$ cat src/rtl/alu_share_arbiter_if.sv
// Request/response bundle between the two ALU requesters and alu_share_arbiter.
// master = requester/consumer side, slave = arbiter side.
interface alu_share_arbiter_if #(
   parameter int WIDTH = 32,
   parameter int OPW   = 3
);
   logic [1:0]         req_valid;
   logic [1:0]         req_ready;
   logic [2*OPW-1:0]   req_op;
   logic [2*WIDTH-1:0] req_a;
   logic [2*WIDTH-1:0] req_b;
   logic               rsp_valid;
   logic               rsp_ready;
   logic               rsp_id;
   logic [WIDTH-1:0]   rsp_data;
   logic               rsp_zero;

   modport master (
      output req_valid, req_op, req_a, req_b, rsp_ready,
      input  req_ready, rsp_valid, rsp_id, rsp_data, rsp_zero
   );

   modport slave (
      input  req_valid, req_op, req_a, req_b, rsp_ready,
      output req_ready, rsp_valid, rsp_id, rsp_data, rsp_zero
   );
endinterface

$ cat src/rtl/alu_share_arbiter.sv
// Shares one combinational ALU between two requesters: IDLE -> EXEC -> RESP.
// Define ALU_ARB_FIXED_PRIO_EN for fixed priority (requester 0 wins); default is round-robin.
module alu_share_arbiter #(
   parameter int WIDTH = 32,
   parameter int OPW   = 3
) (
   input  logic                  clk,
   input  logic                  rst,
   alu_share_arbiter_if.slave    bus,
   output logic [OPW-1:0]        alu_op,
   output logic [WIDTH-1:0]      alu_a,
   output logic [WIDTH-1:0]      alu_b,
   input  logic [WIDTH-1:0]      alu_res,
   input  logic                  alu_zero,
   output logic                  busy
);
   typedef enum logic [1:0] {IDLE, EXEC, RESP} state_t;

   state_t             state_reg, state_next;
   logic [OPW-1:0]     alu_op_reg;
   logic [WIDTH-1:0]   alu_a_reg, alu_b_reg;
   logic               rsp_id_reg;
   logic [WIDTH-1:0]   rsp_data_reg;
   logic               rsp_zero_reg;
   logic               grant;
   logic               accept;
   logic [1:0]         ready_onehot;
`ifndef ALU_ARB_FIXED_PRIO_EN
   logic               last_grant_reg;
`endif

   logic [OPW-1:0]     op_arr [2];
   logic [WIDTH-1:0]   a_arr  [2];
   logic [WIDTH-1:0]   b_arr  [2];

   for (genvar gi = 0; gi < 2; gi++) begin : g_split
      assign op_arr[gi] = bus.req_op[OPW*gi +: OPW];
      assign a_arr[gi]  = bus.req_a[WIDTH*gi +: WIDTH];
      assign b_arr[gi]  = bus.req_b[WIDTH*gi +: WIDTH];
   end

   always_comb begin
      state_next   = state_reg;
      accept       = 1'b0;
      ready_onehot = 2'b00;
`ifdef ALU_ARB_FIXED_PRIO_EN
      grant = ~bus.req_valid[0];
`else
      // On a tie the requester that did not win last time goes next.
      if (&bus.req_valid)
         grant = ~last_grant_reg;
      else
         grant = bus.req_valid[1];
`endif
      case (state_reg)
         IDLE: begin
            if (|bus.req_valid) begin
               accept       = 1'b1;
               ready_onehot = grant ? 2'b10 : 2'b01;
               state_next   = EXEC;
            end
         end
         EXEC:    state_next = RESP;
         RESP:    if (bus.rsp_ready) state_next = IDLE;
         default: state_next = IDLE;
      endcase
   end

   always_ff @(posedge clk) begin
      if (rst) begin
         state_reg    <= IDLE;
         alu_op_reg   <= '0;
         alu_a_reg    <= '0;
         alu_b_reg    <= '0;
         rsp_id_reg   <= 1'b0;
         rsp_data_reg <= '0;
         rsp_zero_reg <= 1'b0;
`ifndef ALU_ARB_FIXED_PRIO_EN
         last_grant_reg <= 1'b1;
`endif
      end else begin
         state_reg <= state_next;
         if (accept) begin
            alu_op_reg <= op_arr[grant];
            alu_a_reg  <= a_arr[grant];
            alu_b_reg  <= b_arr[grant];
            rsp_id_reg <= grant;
`ifndef ALU_ARB_FIXED_PRIO_EN
            last_grant_reg <= grant;
`endif
         end
         // ALU inputs have been stable since the accept edge, so the result is settled here.
         if (state_reg == EXEC) begin
            rsp_data_reg <= alu_res;
            rsp_zero_reg <= alu_zero;
         end
      end
   end

   assign bus.req_ready = ready_onehot;
   assign bus.rsp_valid = (state_reg == RESP);
   assign bus.rsp_id    = rsp_id_reg;
   assign bus.rsp_data  = rsp_data_reg;
   assign bus.rsp_zero  = rsp_zero_reg;
   assign alu_op        = alu_op_reg;
   assign alu_a         = alu_a_reg;
   assign alu_b         = alu_b_reg;
   assign busy          = (state_reg != IDLE);
endmodule

$ cat src/flat_wrapper.sv
// flat-port wrapper written by rule: the top's interface ports become plain ports
module alu_share_arbiter_flat 
#(
   parameter int WIDTH = 32,
   parameter int OPW   = 3
)
  (clk, rst, alu_op, alu_a, alu_b, alu_res, alu_zero, busy, bus_req_valid, bus_req_op, bus_req_a, bus_req_b, bus_rsp_ready, bus_req_ready, bus_rsp_valid, bus_rsp_id, bus_rsp_data, bus_rsp_zero);
  alu_share_arbiter_if #(.WIDTH(WIDTH), .OPW(OPW)) bus_i ();
  input  logic clk;
  input  logic rst;
  output logic [OPW-1:0] alu_op;
  output logic [WIDTH-1:0] alu_a;
  output logic [WIDTH-1:0] alu_b;
  input  logic [WIDTH-1:0] alu_res;
  input  logic alu_zero;
  output logic busy;
  input wire logic [$bits(bus_i.req_valid)-1:0] bus_req_valid;
  input wire logic [$bits(bus_i.req_op)-1:0] bus_req_op;
  input wire logic [$bits(bus_i.req_a)-1:0] bus_req_a;
  input wire logic [$bits(bus_i.req_b)-1:0] bus_req_b;
  input wire logic [$bits(bus_i.rsp_ready)-1:0] bus_rsp_ready;
  output wire logic [$bits(bus_i.req_ready)-1:0] bus_req_ready;
  output wire logic [$bits(bus_i.rsp_valid)-1:0] bus_rsp_valid;
  output wire logic [$bits(bus_i.rsp_id)-1:0] bus_rsp_id;
  output wire logic [$bits(bus_i.rsp_data)-1:0] bus_rsp_data;
  output wire logic [$bits(bus_i.rsp_zero)-1:0] bus_rsp_zero;
  assign bus_i.req_valid = bus_req_valid;
  assign bus_i.req_op = bus_req_op;
  assign bus_i.req_a = bus_req_a;
  assign bus_i.req_b = bus_req_b;
  assign bus_i.rsp_ready = bus_rsp_ready;
  assign bus_req_ready = bus_i.req_ready;
  assign bus_rsp_valid = bus_i.rsp_valid;
  assign bus_rsp_id = bus_i.rsp_id;
  assign bus_rsp_data = bus_i.rsp_data;
  assign bus_rsp_zero = bus_i.rsp_zero;
  alu_share_arbiter #(.WIDTH(WIDTH), .OPW(OPW)) u_core (.clk(clk), .rst(rst), .bus(bus_i), .alu_op(alu_op), .alu_a(alu_a), .alu_b(alu_b), .alu_res(alu_res), .alu_zero(alu_zero), .busy(busy));
endmodule
$ cat config.mk
export PLATFORM = sky130hd
export DESIGN_NAME = alu_share_arbiter_flat
export DESIGN_NICKNAME = d
export VERILOG_FILES = /design/src/rtl/alu_share_arbiter_if.sv /design/src/rtl/alu_share_arbiter.sv /design/src/flat_wrapper.sv
export SDC_FILE = /design/constraint.sdc
export NUM_CORES = 1
export LEC_CHECK = 0
export CORE_ASPECT_RATIO = 2
export CORE_MARGIN = 5
export CORE_UTILIZATION = 33
export CTS_BUF_LIST = sky130_fd_sc_hd__clkbuf_4 sky130_fd_sc_hd__clkbuf_8 sky130_fd_sc_hd__clkbuf_16
export DETAILED_ROUTE_END_ITERATION = 6
export PLACE_DENSITY = 0.77
export SETUP_SLACK_MARGIN = 0.4
export SLEW_MARGIN = 40
export SYNTH_ARGS = -nofsm -noshare
export SYNTH_HDL_FRONTEND = slang
export SYNTH_SLANG_ARGS = --single-unit
$ cat constraint.sdc
create_clock -name clk -period 1.1 [get_ports clk]
set_input_delay 0.165 -clock clk [delete_from_list [all_inputs] [get_ports clk]]
set_output_delay 0.165 -clock clk [all_outputs]
set_load 0.1 [all_outputs]
# Yosys cells after proc, flatten, opt, wreduce, memory -nomap -nowiden
# Index checks and enable logic that the tools add are counted.
[totals]
input_bits = 172
elab_cells = 38
ff_bits = 104
[classes]
magnitude_cmp = 1
n_reduce_logical = 5
mux = 18
bitwise_logic = 2
eq_ne = 4
[ops]
columns = ["operator", "count"]
rows = [
  ["2-to-1 mux 32 bit", 6],
  ["2-to-1 mux 2 bit", 5],
  ["2-to-1 mux 3 bit", 3],
  ["one-hot mux 2 bit (3 select lines)", 1],
  ["AND reduction 2 bit", 2],
  ["2-to-1 mux 1 bit", 3],
  ["equality test 2 x 1 -> 1 bit (second input constant)", 1],
  ["equality test 2 bit (second input constant)", 1],
  [">= comparator 2 bit (second input constant)", 1],
  ["zero test 2 bit", 1],
  ["!= test 2 x 1 -> 1 bit (second input constant)", 1],
  ["!= test 2 bit (second input constant)", 1],
  ["inverter 1 -> 2 bit", 1],
  ["nonzero test 2 bit", 1],
  ["OR reduction 2 bit", 1],
  ["inverter 1 bit", 1],
]

# Depth between registers and ports, before layout
[depth]
depth_word = 6
ltp_mapped = 6

# Least setup slack after synthesis
# No wires, ideal clock.
[synth_timing]
kind = "reg2reg"
from = "register u_core.state_reg[1]"
to = "register u_core.state_reg[1]"
path_stages_with_launch = 4
arrival_ns = 2.089
path_slack_ns = -1.061
required_ns = 1.029
cell_sequence = "dfxtp_1 > nor2b_1 > nand2b_1 > a21oi_1"
[synth_via]
elab_chain_len = 3
elab_cells_between_ends = 7
cone_classes = "4 x eq/ne; 1 x mux; 2 x reduce/logical"
[synth_rtl]
columns = ["element", "line_no", "text"]
rows = [
  ["start, declared", "alu_share_arbiter.sv:19", "state_t state_reg, state_next;"],
  ["start signal, assigned", "alu_share_arbiter.sv:82", "state_reg <= state_next;"],
  ["equality test 2 bit *", "--", ""],
  ["net bus_rsp_valid", "flat_wrapper.sv:23", "output wire logic [$bits(bus_i.rsp_valid)-1:0] bus_rsp_valid;"],
  ["!= test 2 bit (no line)", "--", ""],
  ["AND reduction 2 bit (no line)", "--", ""],
]
# The timed path passes the listed nets; every way through them passes the cells marked *.
# A chain may end at the register's enable or synchronous reset.

# Worst setup path after layout
[layout_timing]
from = "register u_core.state_reg[1]"
to = "register u_core.alu_a_reg[10] (netlist: u_core.alu_a[10])"
[layout_via]
elab_chain_len = 2
[layout_rtl]
columns = ["element", "line_no", "text"]
rows = [
  ["zero test 2 bit", "alu_share_arbiter.sv:55", "case (state_reg)"],
  ["2-to-1 mux 1 bit", "alu_share_arbiter.sv:55", ""],
  ["end signal, assigned", "alu_share_arbiter.sv:85", "alu_a_reg <= a_arr[grant];"],
  ["end, declared", "alu_share_arbiter.sv:21", "logic [WIDTH-1:0] alu_a_reg, alu_b_reg;"],
]
# No other way between the ends.

==> summary.txt <==
GRT
  – Initial antenna violation count: 0
  – Met2 Use GR: 0.530
  – Grt ovf: 0
  – Met1 usage: 0.304
  – First-pass GRT wire length: 36.0 mm
  – Largest net degree at the start of global routing: 38
  – Vias in the first global route: approximately 6,200
  – Met3 usage: 0.0666
  – Most Crowded Layer GR: met2
  – Total Routing Usage GR: 0.295

Final layout
  – Share of cells above drive strength 1: 0.521
  – Most frequent cells in the layout: clkdlybuf4s50_1 (169), buf_12 (127), dfxtp_4 (103), nand3_1 (98), a31oi_1 (63)
  – Most common cell after layout, fill and taps aside: clkdlybuf4s50_1
  – Diodes inserted: 0
  – Nets: between 1,000 and 1,500
  – Final instance area: 0.0109 sq mm
  – Layout area overhead: 151%

Run status
  – Failing checks: setup timing
  – Status: finished with violations

Route
  – Routed wire per std cell: roughly 27 um
  – Router iterations before antenna repair: 5
  – Number of nets with antenna violations after routing: 0
  – DRC viols: 0
  – Via count: slightly above 6,000
  – Drt via density: about 6.0
  – DRT iter0 DRCs: between 400 and 500
  – Routed wire length: around 28 mm

Synth
  – Asr flop ratio synth: 0
  – Synth unique cells: 23
  – Synth top area cells: dfxtp_1 (48%), nand3_1 (15%), a31oi_1 (9.6%)
  – Synthesized instance count: approximately 550
  – Post-synth EDFFs: 0
  – Synth warn: 0
  – Yosys reg bits: approximately 100
  – Synth Flop Type: dfxtp_1
  – Avg Cell Area, Syn: a little under 8 sq um
  – Area share of the largest cell type after synthesis: 0.479
  – Cell taking the most area after synthesis: dfxtp_1
  – Post-Syn Nets: slightly above 700
  – Sequential element share of the synthesized area: 0.479
  – Mapped cell area: about 0.0043 sq mm

Die
  – Initial Util: 0.335
  – I/O pin count: about 280
  – CORE AREA: roughly 0.013 sq mm
  – Die W: approximately 91 um
  – Die area: approximately 0.016 sq mm
  – Die Span Y: around 170 um
  – Num rows: between 50 and 60

STA
  – Endpoints failing hold: 0
  – Min Tclk post-route: approximately 1.6 ns
  – Final worst path period share: 1.45
  – Fin Hold WS: 0.184 ns
  – Fin Setup TNS: -32.58 ns
  – Max Slew Vio Count: 0
  – Final worst slack: -0.498 ns
  – Max Fclk: roughly 0.63 GHz
  – Clock skew: approximately 0.011 ns
  – Setup violators final: 108
  – RSZ-0062 raised after global routing: yes
  – Slew margin rel.: 0.824
  – Worst Tran Pin Value: between 0.2 and 0.3 ns

Setup path
  – Reg2reg start: u_core.state_reg[1]
  – RR Endpoint: u_core.alu_a[10]
  – Worst setup EP type: register
  – Reg-to-reg slack, setup: -0.50 ns
  – Crit start category: register
  – Crit Path Class: register to register
  – R2r worst-path depth: 7
  – Arrival time worst endpoint: roughly 1.8 ns
  – WP data required: roughly 1.3 ns
  – Max Fanout on Critical Path: 4

Placed design
  – Port bufs: 276
  – Placed cell areas: ~0.0089 sq mm
  – GPL Wtd Cong: 0.799
  – DP Wirelength: 15.1 mm

Clock network
  – Clk sinks: between 100 and 150
  – CTS Root Cell: clkbuf_16
  – CTS Buf Count: 9
  – Clk_lat worst skew: 0.34 ns
  – CTS tree: done
  – H-tree depth: 3
  – CTS max path bufs: 2
  – Worst-path clk slew: about 0.07 ns

Power and ir drop
  – Cell leakage power: 4.09 nW
  – Pwr Total: between 0.015 and 0.02 W
  – Worst VDD drop: between 1 and 1.5 mV
  – PD cells: 1400 mW/mm^2

Min path
  – Hold Path Depth: 2
  – Worst Hold Class: input pin to register
  – HP Start: rst
  – Hold endpoint: u_core.alu_b[5]

Job
  – Max-Cap Viols: 0
[cells in the mapped netlist (all sizes together) (2+ instances only)]
master  instances
a21oi          35
a31oi          67
buf            23
clkbuf         40
dfxtp         104
inv             2
nand2          67
nand2b          3
nand3         134
nor2            2
nor2b           2
o21ai          69
[cell families (layout without fill, tap and decap cells)]
group / Yosys count / after routing / synth area share
AND/OR/NAND/NOR: 212 / 212 / 0.230
AO/OA/AOI/OAI: 172 / 172 / 0.219
flip-flops: 104 / 104 / 0.479
buffers and inverters: 65 / 386 / 0.0723
[repair_timing]
action	4_1_cts	5_1_grt
setup buffers	22	24
pin swaps	28	78
endpoints found under the setup margin	209	209
gates resized for setup	128	118
hold buffers	0	0
cloned	14	4
[power breakdown]
group	internal, W	total [W]	switching [W]
Combinational	0.00313	0.00742	0.00428
Clock	0.00180	0.00335	0.00155
Sequential	0.00408	0.00447	0.000387
Total	0.00901	0.0152	0.00622
[layer usage]
metal  wire [um]  vias to the layer above  share of wire
li1            -                     2638              -
met1        8670                     2919           0.31
met2       14800                      460           0.53
met3        2130                      135          0.077
met4        2140                        0          0.077
met5           0                        -              0
[per-stage QoR]
stage / utilization / setup WS (ns) / instances
floorplan: - / -0.240 / 553
CTS: 0.778 / -0.389 / 998
global placement: 0.685 / -0.572 / 946
finish: 0.838 / -0.498 / 1026
global route: 0.838 / -0.522 / 1026
detailed placement: 0.685 / -0.607 / 946
[worst max-delay path: stages, from the launching register on]
cell     delay (ns)
dfxtp_4        0.37
buf_6          0.12
nor3b_4        0.28
buf_6          0.20
buf_12         0.11
buf_16         0.10
nand3_2        0.09
a31oi_1        0.23
[area by class of cell]
type	count	area, sq um
well taps	152	190
inverters	2	13.8
repair buffers	368	5230
flip-flops and latches	104	2470
clock buffers	9	225
multi-input cells	384	2680
clock inverters	7	80.1
fillers	662	2100
[worst max path at each step]
| stage | start | to | slack, ns |
|---|---|---|---|
| after floorplan | u_core.last_grant_reg | bus_req_ready[1] | -0.24 |
| after global routing | u_core.state_reg[1] | u_core.alu_a[10] | -0.52 |
| after global placement | bus_req_valid[0] | u_core.alu_a[21] | -0.57 |
| after detailed placement | bus_req_valid[0] | u_core.alu_a[19] | -0.61 |
| after CTS | u_core.state_reg[1] | bus_req_ready[0] | -0.39 |
| final | u_core.state_reg[1] | u_core.alu_a[10] | -0.50 |
(Power assumes the default switching activity.)
